$ cat src/rtl/mac_job_sequencer_if.sv
// Job, operand-read, MAC datapath and result signals of mac_job_sequencer.
// The job_bias member exists only when BIAS_ADD_EN is defined.
interface mac_job_sequencer_if #(
  parameter int unsigned ADDR_W = 12
);
  logic              job_valid;
  logic              job_ready;
  logic [ADDR_W-1:0] job_in_base;
  logic [ADDR_W-1:0] job_flt_base;
  logic [7:0]        job_offset;
  logic [15:0]       job_len;
`ifdef BIAS_ADD_EN
  logic [31:0]       job_bias;
`endif
  logic              in_rd_en;
  logic [ADDR_W-1:0] in_rd_addr;
  logic [31:0]       in_rd_data;
  logic              flt_rd_en;
  logic [ADDR_W-1:0] flt_rd_addr;
  logic [31:0]       flt_rd_data;
  logic [127:0]      mac_in;
  logic [127:0]      mac_flt;
  logic [7:0]        mac_offset;
  logic [31:0]       mac_sum;
  logic              res_valid;
  logic              res_ready;
  logic [31:0]       res_data;
  logic              busy;

  // Sequencer side
  modport master (
`ifdef BIAS_ADD_EN
    input  job_bias,
`endif
    input  job_valid, job_in_base, job_flt_base, job_offset, job_len,
    input  in_rd_data, flt_rd_data, mac_sum, res_ready,
    output job_ready, in_rd_en, in_rd_addr, flt_rd_en, flt_rd_addr,
    output mac_in, mac_flt, mac_offset, res_valid, res_data, busy
  );

  // Job source, operand memories and MAC datapath side
  modport slave (
`ifdef BIAS_ADD_EN
    output job_bias,
`endif
    output job_valid, job_in_base, job_flt_base, job_offset, job_len,
    output in_rd_data, flt_rd_data, mac_sum, res_ready,
    input  job_ready, in_rd_en, in_rd_addr, flt_rd_en, flt_rd_addr,
    input  mac_in, mac_flt, mac_offset, res_valid, res_data, busy
  );
endinterface

$ cat src/rtl/mac_job_sequencer.sv
// Sequences 16-byte operand blocks from two word memories into a 16-lane MAC
// and accumulates the dot products. Optional BIAS_ADD_EN adds a per-job bias.
module mac_job_sequencer #(
  parameter int unsigned ADDR_W = 12
) (
  input logic                  clk,
  input logic                  reset,
  mac_job_sequencer_if.master  bus
);

  typedef enum logic [2:0] {IDLE, START, FETCH, WAIT, MAC, DONE} state_t;

  state_t            state, state_nxt;
  logic [1:0]        k, k_nxt;
  logic [15:0]       blk, blk_nxt;
  logic [15:0]       len_q, len_nxt;
  logic [ADDR_W-1:0] in_base_q, in_base_nxt;
  logic [ADDR_W-1:0] flt_base_q, flt_base_nxt;
  logic [7:0]        offset_q, offset_nxt;
  logic [31:0]       acc, acc_nxt;
  logic [127:0]      in_buf, in_buf_nxt;
  logic [127:0]      flt_buf, flt_buf_nxt;
  logic              rd_en_q, rd_en_nxt;
  logic [ADDR_W-1:0] in_addr_q, in_addr_nxt;
  logic [ADDR_W-1:0] flt_addr_q, flt_addr_nxt;
  logic              res_valid_q, res_valid_nxt;
  logic [31:0]       res_data_q, res_data_nxt;
  logic              job_ready_q, job_ready_nxt;
  logic              busy_q, busy_nxt;
  logic              cap_en;
  logic [1:0]        cap_idx;
  logic [31:0]       bias_term;
`ifdef BIAS_ADD_EN
  logic [31:0]       bias_q, bias_nxt;
  assign bias_term = bias_q;
`else
  assign bias_term = 32'd0;
`endif

  // State and datapath registers
  always_ff @(posedge clk or posedge reset) begin
    if (reset) begin
      state       <= IDLE;
      k           <= '0;
      blk         <= '0;
      len_q       <= '0;
      in_base_q   <= '0;
      flt_base_q  <= '0;
      offset_q    <= '0;
      acc         <= '0;
      in_buf      <= '0;
      flt_buf     <= '0;
      rd_en_q     <= 1'b0;
      in_addr_q   <= '0;
      flt_addr_q  <= '0;
      res_valid_q <= 1'b0;
      res_data_q  <= '0;
      job_ready_q <= 1'b1;
      busy_q      <= 1'b0;
`ifdef BIAS_ADD_EN
      bias_q      <= '0;
`endif
    end else begin
      state       <= state_nxt;
      k           <= k_nxt;
      blk         <= blk_nxt;
      len_q       <= len_nxt;
      in_base_q   <= in_base_nxt;
      flt_base_q  <= flt_base_nxt;
      offset_q    <= offset_nxt;
      acc         <= acc_nxt;
      in_buf      <= in_buf_nxt;
      flt_buf     <= flt_buf_nxt;
      rd_en_q     <= rd_en_nxt;
      in_addr_q   <= in_addr_nxt;
      flt_addr_q  <= flt_addr_nxt;
      res_valid_q <= res_valid_nxt;
      res_data_q  <= res_data_nxt;
      job_ready_q <= job_ready_nxt;
      busy_q      <= busy_nxt;
`ifdef BIAS_ADD_EN
      bias_q      <= bias_nxt;
`endif
    end
  end

  // Next-state, datapath and registered-output logic
  always_comb begin
    state_nxt    = state;
    k_nxt        = k;
    blk_nxt      = blk;
    len_nxt      = len_q;
    in_base_nxt  = in_base_q;
    flt_base_nxt = flt_base_q;
    offset_nxt   = offset_q;
    acc_nxt      = acc;
    in_buf_nxt   = in_buf;
    flt_buf_nxt  = flt_buf;
    res_data_nxt = res_data_q;
    cap_en       = 1'b0;
    cap_idx      = 2'd0;
`ifdef BIAS_ADD_EN
    bias_nxt     = bias_q;
`endif

    case (state)
      IDLE: begin
        if (bus.job_valid && job_ready_q) begin
          in_base_nxt  = bus.job_in_base;
          flt_base_nxt = bus.job_flt_base;
          offset_nxt   = bus.job_offset;
          len_nxt      = bus.job_len;
`ifdef BIAS_ADD_EN
          bias_nxt     = bus.job_bias;
`endif
          state_nxt    = START;
        end
      end
      START: begin
        acc_nxt   = 32'd0;
        blk_nxt   = 16'd0;
        k_nxt     = 2'd0;
        state_nxt = (len_q == 16'd0) ? DONE : FETCH;
      end
      FETCH: begin
        k_nxt = k + 2'd1;
        if (k == 2'd3) state_nxt = WAIT;
      end
      WAIT: state_nxt = MAC;
      MAC: begin
        acc_nxt   = acc + bus.mac_sum;
        blk_nxt   = blk + 16'd1;
        k_nxt     = 2'd0;
        state_nxt = (blk_nxt == len_q) ? DONE : FETCH;
      end
      DONE: begin
        if (res_valid_q && bus.res_ready) state_nxt = IDLE;
      end
      default: state_nxt = IDLE;
    endcase

    // Word k arrives one cycle after its read; word 3 lands during WAIT
    if (state == FETCH && k != 2'd0) begin
      cap_en  = 1'b1;
      cap_idx = k - 2'd1;
    end else if (state == WAIT) begin
      cap_en  = 1'b1;
      cap_idx = 2'd3;
    end
    if (cap_en) begin
      in_buf_nxt[{cap_idx, 5'd0} +: 32]  = bus.in_rd_data;
      flt_buf_nxt[{cap_idx, 5'd0} +: 32] = bus.flt_rd_data;
    end

    rd_en_nxt    = (state_nxt == FETCH);
    in_addr_nxt  = rd_en_nxt ? in_base_q + ADDR_W'({blk_nxt, k_nxt}) : '0;
    flt_addr_nxt = rd_en_nxt ? flt_base_q + ADDR_W'({blk_nxt, k_nxt}) : '0;

    if (state_nxt == DONE && state != DONE) res_data_nxt = acc_nxt + bias_term;
    res_valid_nxt = (state_nxt == DONE);
    job_ready_nxt = (state_nxt == IDLE);
    busy_nxt      = (state_nxt != IDLE);
  end

  assign bus.job_ready   = job_ready_q;
  assign bus.busy        = busy_q;
  assign bus.in_rd_en    = rd_en_q;
  assign bus.flt_rd_en   = rd_en_q;
  assign bus.in_rd_addr  = in_addr_q;
  assign bus.flt_rd_addr = flt_addr_q;
  assign bus.mac_in      = in_buf;
  assign bus.mac_flt     = flt_buf;
  assign bus.mac_offset  = offset_q;
  assign bus.res_valid   = res_valid_q;
  assign bus.res_data    = res_data_q;

endmodule

$ cat src/flat_wrapper.sv
// flat-port wrapper written by rule: the top's interface ports become plain ports
module mac_job_sequencer_flat 
#(
  parameter int unsigned ADDR_W = 12
)
  (clk, reset, bus_job_valid, bus_job_in_base, bus_job_flt_base, bus_job_offset, bus_job_len, bus_in_rd_data, bus_flt_rd_data, bus_mac_sum, bus_res_ready, bus_job_ready, bus_in_rd_en, bus_in_rd_addr, bus_flt_rd_en, bus_flt_rd_addr, bus_mac_in, bus_mac_flt, bus_mac_offset, bus_res_valid, bus_res_data, bus_busy);
  mac_job_sequencer_if #(.ADDR_W(ADDR_W)) bus_i ();
  input logic clk;
  input logic reset;
  input wire logic [$bits(bus_i.job_valid)-1:0] bus_job_valid;
  input wire logic [$bits(bus_i.job_in_base)-1:0] bus_job_in_base;
  input wire logic [$bits(bus_i.job_flt_base)-1:0] bus_job_flt_base;
  input wire logic [$bits(bus_i.job_offset)-1:0] bus_job_offset;
  input wire logic [$bits(bus_i.job_len)-1:0] bus_job_len;
  input wire logic [$bits(bus_i.in_rd_data)-1:0] bus_in_rd_data;
  input wire logic [$bits(bus_i.flt_rd_data)-1:0] bus_flt_rd_data;
  input wire logic [$bits(bus_i.mac_sum)-1:0] bus_mac_sum;
  input wire logic [$bits(bus_i.res_ready)-1:0] bus_res_ready;
  output wire logic [$bits(bus_i.job_ready)-1:0] bus_job_ready;
  output wire logic [$bits(bus_i.in_rd_en)-1:0] bus_in_rd_en;
  output wire logic [$bits(bus_i.in_rd_addr)-1:0] bus_in_rd_addr;
  output wire logic [$bits(bus_i.flt_rd_en)-1:0] bus_flt_rd_en;
  output wire logic [$bits(bus_i.flt_rd_addr)-1:0] bus_flt_rd_addr;
  output wire logic [$bits(bus_i.mac_in)-1:0] bus_mac_in;
  output wire logic [$bits(bus_i.mac_flt)-1:0] bus_mac_flt;
  output wire logic [$bits(bus_i.mac_offset)-1:0] bus_mac_offset;
  output wire logic [$bits(bus_i.res_valid)-1:0] bus_res_valid;
  output wire logic [$bits(bus_i.res_data)-1:0] bus_res_data;
  output wire logic [$bits(bus_i.busy)-1:0] bus_busy;
  assign bus_i.job_valid = bus_job_valid;
  assign bus_i.job_in_base = bus_job_in_base;
  assign bus_i.job_flt_base = bus_job_flt_base;
  assign bus_i.job_offset = bus_job_offset;
  assign bus_i.job_len = bus_job_len;
  assign bus_i.in_rd_data = bus_in_rd_data;
  assign bus_i.flt_rd_data = bus_flt_rd_data;
  assign bus_i.mac_sum = bus_mac_sum;
  assign bus_i.res_ready = bus_res_ready;
  assign bus_job_ready = bus_i.job_ready;
  assign bus_in_rd_en = bus_i.in_rd_en;
  assign bus_in_rd_addr = bus_i.in_rd_addr;
  assign bus_flt_rd_en = bus_i.flt_rd_en;
  assign bus_flt_rd_addr = bus_i.flt_rd_addr;
  assign bus_mac_in = bus_i.mac_in;
  assign bus_mac_flt = bus_i.mac_flt;
  assign bus_mac_offset = bus_i.mac_offset;
  assign bus_res_valid = bus_i.res_valid;
  assign bus_res_data = bus_i.res_data;
  assign bus_busy = bus_i.busy;
  mac_job_sequencer #(.ADDR_W(ADDR_W)) u_core (.clk(clk), .reset(reset), .bus(bus_i));
endmodule
$ cat config.mk
export PLATFORM = sky130hd
export DESIGN_NAME = mac_job_sequencer_flat
export DESIGN_NICKNAME = d
export VERILOG_FILES = /design/src/rtl/mac_job_sequencer_if.sv /design/src/rtl/mac_job_sequencer.sv /design/src/flat_wrapper.sv
export SDC_FILE = /design/constraint.sdc
export NUM_CORES = 1
export LEC_CHECK = 0
export CORE_MARGIN = 2
export CORE_UTILIZATION = 53
export CTS_CLUSTER_DIAMETER = 60
export DETAILED_ROUTE_END_ITERATION = 6
export HOLD_SLACK_MARGIN = 0.03
export PLACE_DENSITY = 0.91
export SLEW_MARGIN = 10
export SYNTH_ARGS = -nofsm -noshare
export SYNTH_HDL_FRONTEND = slang
export SYNTH_SLANG_ARGS = --single-unit
$ cat constraint.sdc
create_clock -name clk -period 26.8 [get_ports clk]
set_clock_uncertainty 0.15 [all_clocks]
set_input_delay 8.04 -clock clk [delete_from_list [all_inputs] [get_ports clk]]
set_output_delay 8.04 -clock clk [all_outputs]
set_load 0.02 [all_outputs]
==> results of run 1 <==
## cell families (layout without fill, tap and decap cells)
| group | Yosys count | after routing | share of synthesized area (%) |
|---|---|---|---|
| buf+inv | 114 | 587 | 2.62 |
| compound gates | 489 | 489 | 20.9 |
| simple gates | 267 | 267 | 7.49 |
| flops | 417 | 417 | 57.0 |
| mux | 76 | 76 | 4.90 |
| fa+ha+maj | 63 | 63 | 4.43 |
| xor+xnor | 57 | 57 | 2.73 |
## power by group through the flow
stage | logic, mW | clock network [mW] | registers (mW)
6_report | 1.02 | 0.631 | 0.891
3_3_place_gp | 0.973 | 0 | 0.888
4_1_cts | 1.02 | 0.637 | 0.889
2_1_floorplan | 0.528 | 0 | 0.978
3_5_place_dp | 1.01 | 0 | 0.894
5_1_grt | 1.10 | 0.666 | 0.907
## Yosys cell counts (7+ instances only)
master and instances:
dfrtp_1 416, a22o_1 265, clkbuf_1 74, nand2_1 70, nor2_1 69, o21ai_0 62, ha_1 60, mux2_2 58
a21oi_1 34, a21o_1 31, xnor2_1 30, xor2_1 27, inv_1 23, nor3_1 20, nand3_1 16, mux2_4 13
and3_1 12, a211oi_1 10, a31oi_1 10, nor2b_1 10, nor4_1 10, o21a_1 10, o31ai_1 10, nand2b_1 9
nand4_1 9, o211ai_1 8, and2_1 7, buf_2 7
## stage by stage
step	hold slack [ns]	total power, mW	instances	area, µm²	utilization [%]
3_3_place_gp	0.315	1.86	2335	23400	68.2
6_report	0.336	2.54	2411	24900	72.6
5_1_grt	0.359	2.67	2411	24900	72.6
2_1_floorplan	0.303	1.51	1483	18300	-
4_1_cts	0.338	2.54	2411	24900	72.6
3_5_place_dp	0.325	1.90	2335	23400	68.2
## state kept, by name, summed over array words and instances (netlist names), 12 cells and up
signal,flops
u_core.acc,32
u_core.blk,16
u_core.bus.flt_rd_addr,12
u_core.bus.in_rd_addr,12
u_core.bus.mac_flt,128
u_core.bus.mac_in,128
u_core.bus.res_data,32
u_core.flt_base_q,12
u_core.in_base_q,12
u_core.len_q,16
## final timing paths
kind / endpoint / cells after the start / slack (ns)
max in group asynchronous: u_core.acc[12]$_DFF_PP0_ / 3 / 16.96
min in group asynchronous: u_core.bus.mac_in[61]$_DFFE_PP0P_ / 2 / 7.95
min reg2reg: u_core.acc[21]$_DFF_PP0_ / 1 / 0.34
max: u_core.acc[29]$_DFF_PP0_ / 9 / 15.87
min: u_core.acc[21]$_DFF_PP0_ / 1 / 0.34
max reg2reg: u_core.bus.in_rd_addr[11]$_DFF_PP0_ / 13 / 22.32
## cell type report
type	instances	area [µm²]	share of cell area (%)
clock buffer	64	1320	5.30
clock inverter	12	180	0.724
inverter	23	93.8	0.377
multi-input combinational	952	7440	29.9
sequential	417	10400	41.9
tap	455	569	2.29
timing repair buffer	488	4860	19.5
## metal layers
metal | track usage (%) | part of all wire [%] | vias up
met4 | 14.5 | 4.5 | 0
li1 | - | - | 6467
met1 | 40.3 | 37 | 7519
met3 | 8.43 | 8.9 | 162
met5 | 0 | 0 | -
met2 | 54.1 | 49 | 811
## worst max-delay path, stage by stage
cell and delay, ns:
clkdlybuf4s50_1 0.43, ha_1 0.39, a2111oi_0 0.58, a2111o_1 0.29, a21oi_1 0.15, o21ai_0 0.48, a211oi_1 0.17, or3_1 0.40
a32o_1 0.27
==> impl_metrics.json, run 1 <==
{
  "final_common_cell": "clkdlybuf4s50_1",
  "switching_share_pct": 36.3,
  "peakVddDrop_mv": 0.0810,
  "required_ns": 27.07,
  "intPower_mw": 1.62,
  "first_pass_iters": 5,
  "synth_top_area_share_pct": 56.8,
  "synth-edff-count": 0,
  "max-clock-path-buffers": 3,
  "finalWirelength_um": 59400,
  "place_ws_ns": 15.41,
  "critPathKind": "in2reg",
  "syn_area_um2": 18300,
  "final_cell_mix": "clkdlybuf4s50_1, dfrtp_1, a22o_1",
  "seq_power_share_pct": 35.0,
  "antenna_found_initial": 0,
  "cts_resized": 0,
  "pwr-share-clk_pct": 24.8,
  "wl_per_cell_um": 24.6,
  "place_hpwl_um": 39000,
  "rsz0062_at_grt": "no",
  "worstSetupStartpoint": "bus_mac_sum[6]",
  "fin_crit_sh_pct": 40.8,
  "pwr-share-comb_pct": 40.2,
  "start_util_pct": 53.4,
  "worst_pin_slew_ns": 1.12,
  "ys_types": 77,
  "async_reset_ff_share_pct": 100,
  "worstHoldStart": "u_core.acc[21]$_DFF_PP0_",
  "die_w_um": 190,
  "drc": 0,
  "dieArea_um2": 36100,
  "crit_arrival_ns": 11.20,
  "numCtsBuffers": 44,
  "crit_fanout": 6,
  "root_buffer": "clkbuf_16",
  "ys_ff_latch": 417,
  "grt_pass1_vias": 15595,
  "cp-start-kind": "primary input",
  "netlist_instances": 1483,
  "synth_area_leader_cell": "dfrtp_1",
  "synth_area_per_cell_um2": 12.4,
  "num_vias": 14959,
  "ios": 473,
  "insertedDiodeCount": 0,
  "track_usage_pct": 32.6,
  "path_clk_slew_ns": 0.06,
  "max_cap_viol_count": 0,
  "ant_nets": 0,
  "drv_slew": 0,
  "leakage_nw": 11.3,
  "gp_congestion": 0.986,
  "synth-main-ff-cell": "dfrtp_1",
  "viasPerCell": 6.20,
  "grt_max_degree": 185,
  "hold_viol": 0,
  "status": "complete, no violations",
  "power-per-cell-area_nw_per_um2": 102,
  "slew_headroom_pct": 25.3,
  "fmax_mhz": 91.5,
  "setup_ws_ns": 15.87,
  "areaGrowthSynthToFinish_pct": 35.9,
  "synth_fp_nets": 1694,
  "dieHeight_um": 190,
  "grt.overflow.total": 0,
  "htree_levels": 2,
  "ys_warn_count": 0,
  "ys_seq_area_share_pct": 57.0,
  "post-cts-setup-buffers": 0,
  "yosys-top-cells-area": "dfrtp_1, a22o_1, ha_1",
  "grt_pass1_wl_um": 91800,
  "core_um2": 34300,
  "nets": 2137,
  "tritoncts": "done",
  "drive_gt1_share_pct": 9.25,
  "setup_viol": 0,
  "end_kind": "flop",
  "finalCriticalPeriod_ns": 10.93,
  "cts_sinks": 417,
  "insertion_delay_ns": 0.54,
  "numPortBuffers": 472,
  "rows": 68,
  "fill_cells": 2203,
  "hold_class": "reg2reg",
  "drt_first_iter_violations": 1117,
  "cts_hold_buf": 0,
  "p_sw_uw": 924,
  "setup_tns_ns": 0,
  "r2r-start": "u_core.state[0]$_DFF_PP0_"
}
Note: power is estimated with default switching activity, not from simulation.
==> run 2, diff against run 1 <==
--- a/config.mk
+++ b/config.mk
@@ -6,11 +6,11 @@
 export NUM_CORES = 1
 export LEC_CHECK = 0
 export CORE_MARGIN = 2
-export CORE_UTILIZATION = 53
+export CORE_UTILIZATION = 45
 export CTS_CLUSTER_DIAMETER = 60
 export DETAILED_ROUTE_END_ITERATION = 6
 export HOLD_SLACK_MARGIN = 0.03
-export PLACE_DENSITY = 0.91
+export PLACE_DENSITY = 0.83
 export SLEW_MARGIN = 10
 export SYNTH_ARGS = -nofsm -noshare
 export SYNTH_HDL_FRONTEND = slang
==> constraint.sdc (replaced) <==
create_clock -name clk -period 9.3 [get_ports clk]
set_clock_uncertainty 0.15 [all_clocks]
set_input_delay 2.79 -clock clk [delete_from_list [all_inputs] [get_ports clk]]
set_output_delay 2.79 -clock clk [all_outputs]
set_load 0.02 [all_outputs]
==> run 2 against run 1 <==
Against the previous run:
- final cell count grew 3.5%
- via count is 1.8% lower
- critical path depth decreased by 1
- largest power group unchanged
- total power increased to 2.9 times the previous value
- clock-buffer cell count rose by 2
- non-clock buffer count up 4
- utilization decreased by 9.6 points
- critical endpoint is now u_core.bus.res_data[28]$_DFFE_PP0P_
- cell area rose by 0.96%
- wire length shrank 0.24%
- hold slack improved by 0.0015 ns
- flip-flop and latch count unchanged
==> impl_metrics.json, run 2 (synthesized netlist as in run 1, its figures left out) <==
{
  "status": "complete, no violations",
  "power-per-cell-area_nw_per_um2": 295,
  "final_cell_count_no_fill": 2496,
  "tritoncts": "done",
  "hold_viol": 0,
  "fmax_mhz": 175,
  "dieHeight_um": 206,
  "areaGrowthSynthToFinish_pct": 37.2,
  "numPortBuffers": 472,
  "grt.overflow.total": 0,
  "path_clk_slew_ns": 0.06,
  "grt_pass1_wl_um": 89700,
  "met1_length_um": 23600,
  "final_util_pct": 63.0,
  "dp.cells": 2409,
  "fill_cells": 2981,
  "numCtsBuffers": 48,
  "setup_viol": 0,
  "drt_first_iter_violations": 1242,
  "track_usage_pct": 27.5,
  "leakage_nw": 11.4,
  "cts_resized": 0,
  "setup_tns_ns": 0,
  "hold-worst-slack_ns": 0.338,
  "cts_hold_buf": 0,
  "r2r-start": "u_core.state[2]$_DFF_PP0_",
  "rsz0062_at_grt": "no",
  "final_cell_mix": "clkdlybuf4s50_1, dfrtp_1, a22o_1",
  "drv_slew": 0,
  "seqCellArea_um2": 10400,
  "nets": 2145,
  "core_um2": 39900,
  "fin_crit_sh_pct": 61.3,
  "end_kind": "flop",
  "worstHoldStart": "u_core.acc[25]$_DFF_PP0_",
  "setup_ws_ns": 3.60,
  "timing.rr.end": "u_core.bus.in_rd_addr[11]$_DFF_PP0_",
  "max_cap_viol_count": 0,
  "crit_fanout": 8,
  "die_w_um": 206,
  "drive_gt1_share_pct": 9.90,
  "required_ns": 9.62,
  "post-cts-setup-buffers": 0,
  "wl_met3_um": 4810,
  "min_to": "u_core.acc[25]$_DFF_PP0_",
  "start_util_pct": 45.9,
  "place_ws_ns": 3.04,
  "multi_input_area_um2": 7440,
  "wl_per_cell_um": 23.7,
  "finalWirelength_um": 59200,
  "hold_class": "reg2reg",
  "root_buffer": "clkbuf_16",
  "slew_headroom_pct": 25.2,
  "dieArea_um2": 42300,
  "hold_path_depth": 2,
  "ant_nets": 0,
  "wl_met2_um": 28700,
  "finalCriticalPeriod_ns": 5.70,
  "gp_congestion": 0.909,
  "ios": 473,
  "insertion_delay_ns": 0.58,
  "crit_arrival_ns": 6.02,
  "htree_levels": 2,
  "grt_pass1_vias": 15055,
  "viasPerCell": 5.89,
  "antenna_found_initial": 1,
  "peakVddDrop_mv": 0.157,
  "critPathKind": "in2reg",
  "worst_pin_slew_ns": 1.10,
  "first_pass_iters": 5,
  "cp-start-kind": "primary input",
  "top_layer": "met4",
  "final_common_cell": "clkdlybuf4s50_1",
  "max-clock-path-buffers": 3,
  "rows": 73,
  "grt_max_degree": 175,
  "r2r_slack_ns": 4.83,
  "num_vias": 14693,
  "place_hpwl_um": 40200,
  "reg2reg_depth": 13,
  "drc": 0,
  "cts_sinks": 417
}
## run 2: critical path, stage by stage
cell and delay (ns):
clkdlybuf4s50_1 0.45, ha_1 0.44, nand2_1 0.12, or4_1 0.59, o311ai_1 0.96, a221oi_1 0.22
xnor2_1 0.21, a22o_1 0.23
## run 2: where the power goes
group          switching [mW]  internal, mW
clock network           0.796          1.13
logic                    1.62          1.32
registers               0.308          2.25
total                    2.72          4.70
## run 2: area by class of cell
| cell class | instances | area share (%) |
|---|---|---|
| clock buffers | 66 | 5.44 |
| multi-input cells | 952 | 29.6 |
| clock inverters | 20 | 0.970 |
| repair buffers | 492 | 19.5 |
| flip-flops and latches | 417 | 41.5 |
| well taps | 525 | 2.61 |
| inverters | 23 | 0.358 |
| diodes | 1 | 0.00995 |
## run 2: worst max-delay path by stage
| stage | to | slack, ns | cells past startpoint | from |
|---|---|---|---|---|
| after floorplan | u_core.acc[0]$_DFF_PP0_ | 0.74 | 1 | reset |
| after global placement | u_core.bus.res_data[28]$_DFFE_PP0P_ | 3.10 | 8 | bus_mac_sum[16] |
| after detailed placement | u_core.bus.res_data[28]$_DFFE_PP0P_ | 3.04 | 8 | bus_mac_sum[16] |
| after CTS | u_core.bus.res_data[28]$_DFFE_PP0P_ | 3.67 | 8 | bus_mac_sum[16] |
| after global routing | u_core.acc[16]$_DFF_PP0_ | 3.44 | 11 | bus_mac_sum[0] |
| final | u_core.bus.res_data[28]$_DFFE_PP0P_ | 3.60 | 8 | bus_mac_sum[16] |
## run 2: metal layers
layer  vias up  track usage (%)
met3       131             6.57
met4         0             10.9
met2       697             44.5
met1      7390             35.8
met5         -                0
li1       6475                -
## run 2: metrics by stage
stage	total power, mW	area (µm²)
2_1_floorplan	4.34	18300
3_3_place_gp	5.41	23500
3_5_place_dp	5.49	23500
4_1_cts	7.44	25100
5_1_grt	7.79	25100
6_report	7.43	25100
==> run 3, diff against run 2 <==
==> constraint.sdc (replaced) <==
create_clock -name clk -period 5 [get_ports clk]
set_clock_uncertainty 0.15 [all_clocks]
set_input_delay 1.5 -clock clk [delete_from_list [all_inputs] [get_ports clk]]
set_output_delay 1.5 -clock clk [all_outputs]
set_load 0.02 [all_outputs]
==> run 3 against run 2 <==
Against the previous run:
- combinational power grew 87%
- worst setup slack got worse by 2.9 ns
- cell area increased by 0.21%
- first-iteration DRC count decreased by 18%
- hold slack worse by 0.0022 ns
- non-clock buffer count rose by 14
- sequential power is 86% higher
- critical endpoint is now u_core.bus.in_rd_addr[11]$_DFF_PP0_
- clock-buffer cell count decreased by 5
- critical path type is now reg2reg
- largest power group unchanged
- total power increased by 85%
- largest cell class unchanged
- via count increased by 1.5%
==> impl_metrics.json, run 3 (synthesized netlist as in run 1, its figures left out) <==
{
  "grt_pass1_wl_um": 90500,
  "track_usage_pct": 27.9,
  "setup_viol": 0,
  "dieHeight_um": 206,
  "start_util_pct": 45.9,
  "worst_pin_slew_ns": 1.04,
  "grt_pass1_vias": 15203,
  "finalWirelength_um": 59900,
  "path_clk_slew_ns": 0.06,
  "power-per-cell-area_nw_per_um2": 545,
  "reg2reg_depth": 11,
  "first_pass_iters": 6,
  "min_to": "u_core.acc[22]$_DFF_PP0_",
  "worstHoldStart": "u_core.acc[22]$_DFF_PP0_",
  "root_buffer": "clkbuf_16",
  "cts_hold_buf": 0,
  "wl_met3_um": 4920,
  "rsz0062_at_grt": "no",
  "wl_per_cell_um": 23.9,
  "drive_gt1_share_pct": 10.3,
  "core_um2": 39900,
  "fin_area_um2": 25200,
  "r2r_slack_ns": 0.73,
  "die_w_um": 206,
  "met1_length_um": 24000,
  "tritoncts": "done",
  "p_sw_mw": 5.00,
  "slew_headroom_pct": 30.6,
  "final_util_pct": 63.1,
  "insertion_delay_ns": 0.57,
  "peakVddDrop_mv": 0.331,
  "pwr-share-comb_pct": 40.0,
  "cp-start-kind": "flop",
  "drt_first_iter_violations": 1019,
  "final_cell_count_no_fill": 2506,
  "place_ws_ns": 0.331,
  "r2r-start": "u_core.state[0]$_DFF_PP0_",
  "drc": 0,
  "finalCriticalPeriod_ns": 4.27,
  "place_hpwl_um": 41300,
  "numPortBuffers": 472,
  "wl_met2_um": 28800,
  "hold-worst-slack_ns": 0.336,
  "switching_share_pct": 36.4,
  "setup_tns_ns": 0,
  "seq_power_share_pct": 34.8,
  "max-clock-path-buffers": 3,
  "fmax_mhz": 234,
  "crit_fanout": 12,
  "numCtsBuffers": 46,
  "timing.rr.end": "u_core.bus.in_rd_addr[11]$_DFF_PP0_",
  "final_cell_mix": "clkdlybuf4s50_1, dfrtp_1, a22o_1",
  "pwr-share-clk_pct": 25.2,
  "final_common_cell": "clkdlybuf4s50_1",
  "cts_sinks": 417,
  "gp_congestion": 0.900,
  "post-cts-setup-buffers": 0,
  "grt_max_degree": 72,
  "setup_ws_ns": 0.735,
  "ant_nets": 0,
  "nets": 2157,
  "drv_slew": 0,
  "p_total_mw": 13.7,
  "hold_viol": 0,
  "intPower_mw": 8.73,
  "placed_area_um2": 23700,
  "dieArea_um2": 42300,
  "max_cap_viol_count": 0,
  "cts_resized": 0,
  "hold_class": "reg2reg",
  "end_kind": "flop",
  "antenna_found_initial": 0,
  "top_layer": "met4",
  "htree_levels": 2,
  "hold_path_depth": 1,
  "insertedDiodeCount": 0,
  "critPathKind": "reg2reg",
  "areaGrowthSynthToFinish_pct": 37.5,
  "ios": 473,
  "required_ns": 5.27,
  "dp.cells": 2423,
  "grt.overflow.total": 0,
  "leakage_nw": 11.4,
  "rows": 73,
  "fin_crit_sh_pct": 85.3,
  "status": "complete, no violations",
  "crit_arrival_ns": 4.53,
  "viasPerCell": 5.95,
  "num_vias": 14920
}
-- run 3: changes by cell type in the layout (fill, tap and decap cells not counted), sizes merged --
| cell | change |
|---|---|
| buf | +14 |
| clkbuf | -5 |
| clkinvlp | +4 |
| inv | -4 |
| bufinv | +2 |
| diode | -1 |
-- run 3: power by group through the flow --
stage          Clock [mW]  Combinational (mW)  Sequential [mW]
6_report             3.46                5.49             4.77
2_1_floorplan           0                2.83             5.24
4_1_cts              3.53                5.48             4.76
3_3_place_gp            0                5.32             4.77
3_5_place_dp            0                5.44             4.79
5_1_grt              3.66                5.89             4.85
-- run 3: final cells by class --
| cell class | count | area [µm²] |
|---|---|---|
| clock buffer | 61 | 1270 |
| clock inverter | 22 | 272 |
| fill | 2995 | 14700 |
| inverter | 23 | 90.1 |
| multi-input combinational | 952 | 7440 |
| sequential | 417 | 10400 |
| tap | 525 | 657 |
| timing repair buffer | 506 | 5030 |
-- run 3: routing by layer --
layer  GRT usage (%)  vias up
li1                -     6489
met1            36.3     7602
met2            45.0      703
met3            6.29      126
met4            11.6        0
met5               0        -
-- run 3: worst max path at each step --
stage,startpoint,to,slack (ns),cells after the start
after floorplan,reset,u_core.acc[0]$_DFF_PP0_,-2.27,1
after global placement,bus_mac_sum[6],u_core.bus.res_data[23]$_DFFE_PP0P_,0.38,10
after detailed placement,bus_mac_sum[6],u_core.bus.res_data[23]$_DFFE_PP0P_,0.33,10
after CTS,u_core.state[0]$_DFF_PP0_,u_core.bus.in_rd_addr[11]$_DFF_PP0_,0.76,11
after global routing,u_core.state[0]$_DFF_PP0_,u_core.bus.in_rd_addr[11]$_DFF_PP0_,0.36,11
final,u_core.state[0]$_DFF_PP0_,u_core.bus.in_rd_addr[11]$_DFF_PP0_,0.73,11
-- run 3: worst max-delay path, cell delays in order (launching register included) --
cell and delay [ns]:
dfrtp_1 0.50, nor2_1 0.29, nand2_1 0.32, o21ai_0 0.48, ha_1 0.34, a21o_1 0.20
a2111oi_0 0.54, nor3_1 0.12, a2111oi_0 0.75, o2bb2ai_1 0.23, xnor2_1 0.14, nor2_1 0.05
